==> config.mk <==
export PLATFORM = sky130hd
export DESIGN_NAME = i2s_stereo_codec_if_flat
export DESIGN_NICKNAME = d
export VERILOG_FILES = /design/src/rtl/i2s_stereo_codec_if_if.sv /design/src/rtl/i2s_stereo_codec_if.sv /design/src/flat_wrapper.sv
export SDC_FILE = /design/constraint.sdc
export NUM_CORES = 1
export LEC_CHECK = 0
export CAP_MARGIN = 5
export CORE_UTILIZATION = 35
export CTS_BUF_LIST = sky130_fd_sc_hd__clkbuf_8
export DETAILED_ROUTE_END_ITERATION = 7
export GPL_TIMING_DRIVEN = 1
export PLACE_DENSITY_LB_ADDON = 0.25
export SYNTH_ARGS = -nofsm -noshare
export SYNTH_HDL_FRONTEND = slang
export SYNTH_SLANG_ARGS = --single-unit
==> constraint.sdc <==
create_clock -name clk -period 2.6 [get_ports clk]
set_clock_uncertainty 0.05 [all_clocks]
set_input_delay 0.52 -clock clk [delete_from_list [all_inputs] [get_ports clk]]
set_output_delay 0.52 -clock clk [all_outputs]
set_load 0.02 [all_outputs]
==> src/rtl/i2s_stereo_codec_if_if.sv <==
// Bus bundle between the I2S master port and its neighbours (codec config, DSP chain, codec pins).
// The master modport is the serial port itself; the slave modport is everything around it.
interface i2s_stereo_codec_if_if #(
  parameter int DATA_W = 24
);
  logic              en;
  logic              mode;
  logic [DATA_W-1:0] dac_l;
  logic [DATA_W-1:0] dac_r;
  logic              dac_valid;
  logic              clr_underrun;
  logic              adc_dat;
  logic              bclk;
  logic              lrck;
  logic              dac_dat;
  logic              sample_tick;
  logic [DATA_W-1:0] adc_l;
  logic [DATA_W-1:0] adc_r;
  logic              adc_valid;
  logic              underrun;
  logic              busy;

  modport master (
    input  en, mode, dac_l, dac_r, dac_valid, clr_underrun, adc_dat,
    output bclk, lrck, dac_dat, sample_tick, adc_l, adc_r, adc_valid, underrun, busy
  );

  modport slave (
    output en, mode, dac_l, dac_r, dac_valid, clr_underrun, adc_dat,
    input  bclk, lrck, dac_dat, sample_tick, adc_l, adc_r, adc_valid, underrun, busy
  );
endinterface

==> src/rtl/i2s_stereo_codec_if.sv <==
// Stereo I2S / left-justified master serial port: BCLK/LRCK generation, DAC serialiser with
// valid handshake and sticky underrun, dual-channel ADC deserialiser, per-frame sample tick.
module i2s_stereo_codec_if #(
  parameter int DATA_W  = 24,
  parameter int SLOT_W  = 25,
  parameter int BCLK_LO = 2,
  parameter int BCLK_HI = 3
) (
  input logic                   clk,
  input logic                   rst,
  i2s_stereo_codec_if_if.master bus
);
  localparam int PER   = BCLK_LO + BCLK_HI;
  localparam int PH_W  = $clog2(PER);
  localparam int BIT_W = $clog2(SLOT_W);
  localparam int IDX_W = $clog2(DATA_W);

  localparam logic [PH_W-1:0]  PH_MAX    = PH_W'(PER - 1);
  localparam logic [PH_W-1:0]  PH_LO     = PH_W'(BCLK_LO);
  localparam logic [PH_W-1:0]  PH_SAMPLE = PH_W'(BCLK_LO + 1);
  localparam logic [BIT_W-1:0] BIT_MAX   = BIT_W'(SLOT_W - 1);
  localparam logic [BIT_W-1:0] DW_B      = BIT_W'(DATA_W);

  typedef enum logic [1:0] {
    IDLE  = 2'd0,
    START = 2'd1,
    RUN   = 2'd2
  } state_t;

  state_t state_reg, state_next;

  logic [PH_W-1:0]   ph_reg;
  logic [BIT_W-1:0]  bit_reg;
  logic              ch_reg;
  logic              slot_last;
  logic              frame_last;
  logic              sample_tick;
  logic              busy;

  logic [DATA_W-1:0] dac_l_reg, dac_r_reg;
  logic              mode_reg;
  logic              underrun_reg;
  logic              bclk_reg, lrck_reg, dac_dat_reg;

  logic              data_pos;
  logic [BIT_W-1:0]  idx_full;
  logic [IDX_W-1:0]  idx;
  logic [DATA_W-1:0] word;
  logic              dac_bit;

  logic [DATA_W-1:0] adc_sh_reg, adc_hold_l_reg;
  logic [DATA_W-1:0] adc_l_reg, adc_r_reg;
  logic              adc_valid_reg;

  assign slot_last  = (bit_reg == BIT_MAX) && (ph_reg == PH_MAX);
  assign frame_last = (state_reg == RUN) && ch_reg && slot_last;

  // FSM: state register
  always_ff @(posedge clk) begin
    if (rst) state_reg <= IDLE;
    else     state_reg <= state_next;
  end

  // FSM: next state
  always_comb begin
    state_next = state_reg;
    case (state_reg)
      IDLE:    if (bus.en) state_next = START;
      START:   state_next = RUN;
      RUN:     if (frame_last && !bus.en) state_next = IDLE;
      default: state_next = IDLE;
    endcase
  end

  // FSM: outputs
  always_comb begin
    sample_tick = 1'b0;
    busy        = 1'b0;
    case (state_reg)
      START: begin
        sample_tick = 1'b1;
        busy        = 1'b1;
      end
      RUN: begin
        sample_tick = frame_last;
        busy        = 1'b1;
      end
      default: ;
    endcase
  end

  // Phase / bit / channel counters; START primes them so RUN begins on left bit 0, phase 0.
  always_ff @(posedge clk) begin
    if (rst || state_reg != RUN) begin
      ph_reg  <= '0;
      bit_reg <= '0;
      ch_reg  <= 1'b0;
    end else if (ph_reg == PH_MAX) begin
      ph_reg <= '0;
      if (bit_reg == BIT_MAX) begin
        bit_reg <= '0;
        ch_reg  <= ~ch_reg;
      end else begin
        bit_reg <= bit_reg + 1'b1;
      end
    end else begin
      ph_reg <= ph_reg + 1'b1;
    end
  end

  // Slot bit -> data bit mapping, shared by the DAC serialiser and the ADC sampler.
  always_comb begin
    if (mode_reg) begin
      data_pos = (bit_reg < DW_B);
      idx_full = DW_B - 1'b1 - bit_reg;
    end else begin
      data_pos = (bit_reg != '0) && (bit_reg <= DW_B);
      idx_full = DW_B - bit_reg;
    end
    idx     = data_pos ? IDX_W'(idx_full) : '0;
    word    = ch_reg ? dac_r_reg : dac_l_reg;
    dac_bit = data_pos & word[idx];
  end

  always_ff @(posedge clk) begin
    if (rst) begin
      bclk_reg    <= 1'b1;
      lrck_reg    <= 1'b0;
      dac_dat_reg <= 1'b0;
    end else if (state_reg == RUN) begin
      bclk_reg    <= (ph_reg >= PH_LO);
      lrck_reg    <= ~ch_reg;
      dac_dat_reg <= dac_bit;
    end else begin
      bclk_reg    <= 1'b1;
      lrck_reg    <= 1'b0;
      dac_dat_reg <= 1'b0;
    end
  end

  // Tick-time capture: a missing pair keeps the old words so the codec hears a repeat, not silence.
  always_ff @(posedge clk) begin
    if (rst) begin
      dac_l_reg    <= '0;
      dac_r_reg    <= '0;
      mode_reg     <= 1'b0;
      underrun_reg <= 1'b0;
    end else begin
      if (sample_tick) begin
        mode_reg <= bus.mode;
        if (bus.dac_valid) begin
          dac_l_reg <= bus.dac_l;
          dac_r_reg <= bus.dac_r;
        end
      end
      if (sample_tick && !bus.dac_valid) underrun_reg <= 1'b1;
      else if (bus.clr_underrun)         underrun_reg <= 1'b0;
    end
  end

  // ADC: shift in mid-high; left word parked at end of left slot, both published after the frame.
  always_ff @(posedge clk) begin
    if (rst) begin
      adc_sh_reg     <= '0;
      adc_hold_l_reg <= '0;
      adc_l_reg      <= '0;
      adc_r_reg      <= '0;
      adc_valid_reg  <= 1'b0;
    end else begin
      adc_valid_reg <= 1'b0;
      if (state_reg == RUN && ph_reg == PH_SAMPLE && data_pos)
        adc_sh_reg <= {adc_sh_reg[DATA_W-2:0], bus.adc_dat};
      if (state_reg == RUN && !ch_reg && slot_last)
        adc_hold_l_reg <= adc_sh_reg;
      if (frame_last) begin
        adc_l_reg     <= adc_hold_l_reg;
        adc_r_reg     <= adc_sh_reg;
        adc_valid_reg <= 1'b1;
      end
    end
  end

  assign bus.bclk        = bclk_reg;
  assign bus.lrck        = lrck_reg;
  assign bus.dac_dat     = dac_dat_reg;
  assign bus.sample_tick = sample_tick;
  assign bus.adc_l       = adc_l_reg;
  assign bus.adc_r       = adc_r_reg;
  assign bus.adc_valid   = adc_valid_reg;
  assign bus.underrun    = underrun_reg;
  assign bus.busy        = busy;
endmodule

==> src/flat_wrapper.sv <==
// flat-port wrapper written by rule: the top's interface ports become plain ports
module i2s_stereo_codec_if_flat 
#(
  parameter int DATA_W  = 24,
  parameter int SLOT_W  = 25,
  parameter int BCLK_LO = 2,
  parameter int BCLK_HI = 3
)
  (clk, rst, bus_en, bus_mode, bus_dac_l, bus_dac_r, bus_dac_valid, bus_clr_underrun, bus_adc_dat, bus_bclk, bus_lrck, bus_dac_dat, bus_sample_tick, bus_adc_l, bus_adc_r, bus_adc_valid, bus_underrun, bus_busy);
  i2s_stereo_codec_if_if #(.DATA_W(DATA_W)) bus_i ();
  input logic clk;
  input logic rst;
  input wire logic [$bits(bus_i.en)-1:0] bus_en;
  input wire logic [$bits(bus_i.mode)-1:0] bus_mode;
  input wire logic [$bits(bus_i.dac_l)-1:0] bus_dac_l;
  input wire logic [$bits(bus_i.dac_r)-1:0] bus_dac_r;
  input wire logic [$bits(bus_i.dac_valid)-1:0] bus_dac_valid;
  input wire logic [$bits(bus_i.clr_underrun)-1:0] bus_clr_underrun;
  input wire logic [$bits(bus_i.adc_dat)-1:0] bus_adc_dat;
  output wire logic [$bits(bus_i.bclk)-1:0] bus_bclk;
  output wire logic [$bits(bus_i.lrck)-1:0] bus_lrck;
  output wire logic [$bits(bus_i.dac_dat)-1:0] bus_dac_dat;
  output wire logic [$bits(bus_i.sample_tick)-1:0] bus_sample_tick;
  output wire logic [$bits(bus_i.adc_l)-1:0] bus_adc_l;
  output wire logic [$bits(bus_i.adc_r)-1:0] bus_adc_r;
  output wire logic [$bits(bus_i.adc_valid)-1:0] bus_adc_valid;
  output wire logic [$bits(bus_i.underrun)-1:0] bus_underrun;
  output wire logic [$bits(bus_i.busy)-1:0] bus_busy;
  assign bus_i.en = bus_en;
  assign bus_i.mode = bus_mode;
  assign bus_i.dac_l = bus_dac_l;
  assign bus_i.dac_r = bus_dac_r;
  assign bus_i.dac_valid = bus_dac_valid;
  assign bus_i.clr_underrun = bus_clr_underrun;
  assign bus_i.adc_dat = bus_adc_dat;
  assign bus_bclk = bus_i.bclk;
  assign bus_lrck = bus_i.lrck;
  assign bus_dac_dat = bus_i.dac_dat;
  assign bus_sample_tick = bus_i.sample_tick;
  assign bus_adc_l = bus_i.adc_l;
  assign bus_adc_r = bus_i.adc_r;
  assign bus_adc_valid = bus_i.adc_valid;
  assign bus_underrun = bus_i.underrun;
  assign bus_busy = bus_i.busy;
  i2s_stereo_codec_if #(.DATA_W(DATA_W), .SLOT_W(SLOT_W), .BCLK_LO(BCLK_LO), .BCLK_HI(BCLK_HI)) u_core (.clk(clk), .rst(rst), .bus(bus_i));
endmodule
==> results.rst <==
.. list-table::
   :header-rows: 1

   * - Metric
     - Value
   * - Status
     - finished clean
   * - Synth Warn #
     - 0
   * - Cell taking the most area after synthesis
     - dfxtp_1
   * - Floorplan die area
     - roughly 19000 um^2
   * - Mean instance size in the synthesized netlist
     - approximately 8.1 um^2
   * - Sequential share of the synthesized area
     - around half
   * - Number of nets in the layout
     - 980
   * - Final hold vios
     - 0
   * - Worst hold slack after final layout
     - slightly above 400 ps
   * - Clock period minus worst slack
     - about 2400 ps
   * - Most instantiated cells after synthesis
     - nand2_1 (304), dfxtp_1 (161), a21oi_1 (147)
   * - Critical R2R Launch
     - u_core.mode_reg
   * - Antenna Diode Count
     - 0
   * - Actual slew at the worst max-slew pin
     - around 970 ps
   * - Cell at the slowest stage of the critical path
     - dfxtp_1
   * - Fraction of layout cells with a size suffix above 1
     - a little under a tenth
   * - Number of different library cells in the post-synthesis netlist
     - 53
   * - Pin count of the biggest net entering global routing
     - 120
   * - Share of the core filled with cells in the final layout
     - 45.69%
   * - Critical path peak fanout
     - 4
   * - Arrival time reported for the critical path endpoint
     - between 1500 and 2000 ps
   * - Die H
     - ~140 um
   * - Max-cap check violation count
     - 0
   * - Number of storage elements in the synthesis netlist
     - about 160
   * - Horiz. Die Dim
     - 139.4 um
   * - Part of the cycle the worst path needs
     - 93.97%
   * - Required time worst endpoint
     - between 2000 and 2500 ps
   * - Kind of end point of the critical path
     - output port
   * - Setup repair after global routing missed its margin
     - no
   * - Number of slew-limit violations in the final report
     - 0
   * - Drc violations
     - 0
   * - Fmax
     - a little over 400 MHz
   * - Hold Buf Count CTS
     - 0
   * - Footprint of the flip-flops and latches
     - around 3200 um^2
   * - Clk Latency, worst-skew pair
     - ~460 ps
   * - Finish-stage setup viols
     - 0
   * - Final WS setup
     - about 160 ps
   * - Peak per-stage delay on the critical path
     - 320 ps
   * - Net Count, Synth
     - just under 900
   * - Worst Path Buf+Inv
     - 3
   * - EDFF count, synth
     - 0
   * - Total stage count of the critical path
     - 8
   * - Overflow after GRT
     - 0
   * - Fraction of synthesized cell area taken by the top area cell type
     - between 40% and 50%
   * - Global-route wire length before repair
     - about 26 mm
   * - Global placement routability congestion
     - between 0.7 and 0.8
   * - Total power draw
     - roughly 5 mW
   * - TritonCTS Sinks
     - around 160
   * - Initial core utilization
     - a little over a third
   * - Dominant register cell in the synthesized netlist
     - dfxtp_1
   * - CP cell instances
     - inv_1 > ha_1 > nand4b_1 > nor2_2 > and3_4 > o21ai_1 > inv_1 > buf_2
   * - Destination of the critical timing path
     - bus_sample_tick
   * - Worst flop-to-flop path endpoint
     - u_core.bus.dac_dat
   * - Cell Rows
     - between 40 and 50
   * - Register-to-register path setup slack
     - roughly 260 ps
   * - DR WL/cell
     - approximately 13 um
   * - Number of antenna violations at the first check in global routing
     - 0
   * - Post-Synthesis Cell Area
     - between 6000 and 7000 um^2
   * - Leakage power
     - roughly 2.8 nW
   * - Startpoint type of the worst setup path
     - flop
   * - Launch point of the critical path
     - u_core.bit_reg[1]
   * - Power per Cell Area
     - about 600 nW/um^2
   * - Deepest clock path buffer count
     - 2
   * - Largest delay share family, worst path
     - simple AND/OR/NAND/NOR gates
   * - Post-Place Setup Slack
     - around 120 ps
   * - First-pass iteration count of the detailed router
     - 4
   * - FILL cells
     - ~1800
   * - Floorplan Core Area
     - 18210 um^2
   * - Slew headroom
     - 35.14%
   * - Count of vias placed by the detailed router
     - approximately 5600
   * - I/O pin count
     - 110
   * - Area of the multi-input gates
     - about 3100 um^2
   * - CTS tree
     - yes
   * - Sum of negative setup slack
     - 0 ps
   * - Drt initial violations
     - 269
   * - Mean number of vias per cell
     - around 4.8
   * - Register clock-pin slew on the reported worst setup and hold paths
     - 90 ps
   * - Total Wirelength
     - 15.50 mm
   * - Highest ir drop seen on vdd
     - ~0.31 mV
   * - H-Tree Level Count
     - 4
   * - Path category of the worst min-delay check
     - flop to flop
   * - Share of flip-flops with an asynchronous set or reset
     - 0%
   * - Global-route usage over all layers
     - approximately 17%
   * - Synthesized instance count
     - 818
   * - Antenna-violating nets left
     - 0
   * - Master cell of the clock root buffer
     - clkbuf_8
   * - Leading cell type by number of instances after synthesis
     - nand2_1
   * - Cell occurring most often along the worst timing path
     - inv_1
   * - Worst hold stages
     - 2
   * - Worst reg2reg path depth
     - 5
   * - HPWL after detailed placement
     - between 10 and 15 mm
   * - Area added between synthesis and finish
     - 25.83%
   * - Vias in the first global route
     - about 5300
   * - Area contributors post-synth
     - dfxtp_1 (49%), nand2_1 (17%), a21oi_1 (11%)
   * - I/O Buffers
     - around 110
   * - Kind of critical path
     - flop to output port
   * - CTS Buf Count
     - 17
-- layout make-up --
cell class	count	area share, %
Sequential cell	161	38.74
Multi-Input combinational cell	585	36.92
Timing Repair Buffer	137	15.88
Tap cell	229	3.444
Clock buffer	17	2.812
Clock inverter	15	1.654
Inverter	12	0.5414
-- power breakdown --
part / switching [mW] / internal, mW / leakage [nW]
combinational: 0.327 / 0.280 / 1.29
sequential: 0.0488 / 2.53 / 1.30
clock: 0.968 / 0.770 / 0.193
total: 1.34 / 3.58 / 2.78
-- worst min-delay path by stage --
stage	start	end	slack [ps]
after floorplan	u_core.ph_reg[0]	u_core.ph_reg[0]	370
after global placement	u_core.ph_reg[0]	u_core.ph_reg[0]	380
after detailed placement	u_core.bus.adc_l[3]	u_core.bus.adc_l[3]	400
after CTS	rst	u_core.state_reg[0]	400
after global routing	u_core.dac_r_reg[8]	u_core.dac_r_reg[8]	430
final	u_core.adc_hold_l_reg[21]	u_core.bus.adc_l[21]	400
-- worst register-to-register path, delay by kind of cell (launching register included) --
family / cells / cell delay (ps)
muxes: 2 / 900
DFF: 1 / 700
AOI/OAI and AO/OA: 2 / 370
and+or+nand+nor: 1 / 230
-- stage by stage --
stage	std cells	instance area, um^2
finish	1156	8319
global route	1156	8319
CTS	1152	8287
detailed placement	1120	7916
global placement	1120	7916
floorplan	818	6611
-- cells in the final DEF, fill, tap and decap left out, drive strengths merged, types with 5 or more instances in the layout --
| cell | Yosys | routed |
|---|---|---|
| clkdlybuf4s50 | 0 | 106 |
| ha | 11 | 11 |
| clkinv | 0 | 5 |
| inv | 12 | 19 |
| nand3 | 6 | 6 |
| nor2 | 19 | 19 |
| xnor2 | 6 | 6 |
| nand2 | 304 | 304 |
| buf | 28 | 30 |
| mux2 | 12 | 12 |
| and3 | 5 | 5 |
| dfxtp | 161 | 161 |
| mux2i | 11 | 11 |
| clkbuf | 32 | 17 |
| a21oi | 147 | 147 |
| o21ai | 6 | 6 |
-- logic make-up (layout without fill, tap and decap cells) --
group           after synthesis  after routing  synth area share, %
compound gates              180            180                15.46
xor+xnor                     10             10                1.722
fa+ha+maj                    11             11                2.082
buf+inv                      72            181                5.072
flops                       161            161                48.75
mux                          26             26                4.788
simple gates                358            358                22.12
-- what timing repair did --
item / 4_1_cts / 5_1_grt
gates resized for setup: 6 / 1
endpoints found under the setup margin: 1 / 3
pin swaps: 2 / 3
buffers inserted: 0 / 4
-- layer usage --
| metal | part of all wire [%] | vias up | global-route usage, % |
|---|---|---|---|
| met2 | 44 | 92 | 25.76 |
| li1 | - | 2896 | - |
| met4 | 1.5 | 0 | 6.901 |
| met3 | 3.5 | 15 | 2.925 |
| met5 | 0 | - | 0 |
| met1 | 51 | 2586 | 22.74 |
Power figures use the tool's default switching activity.
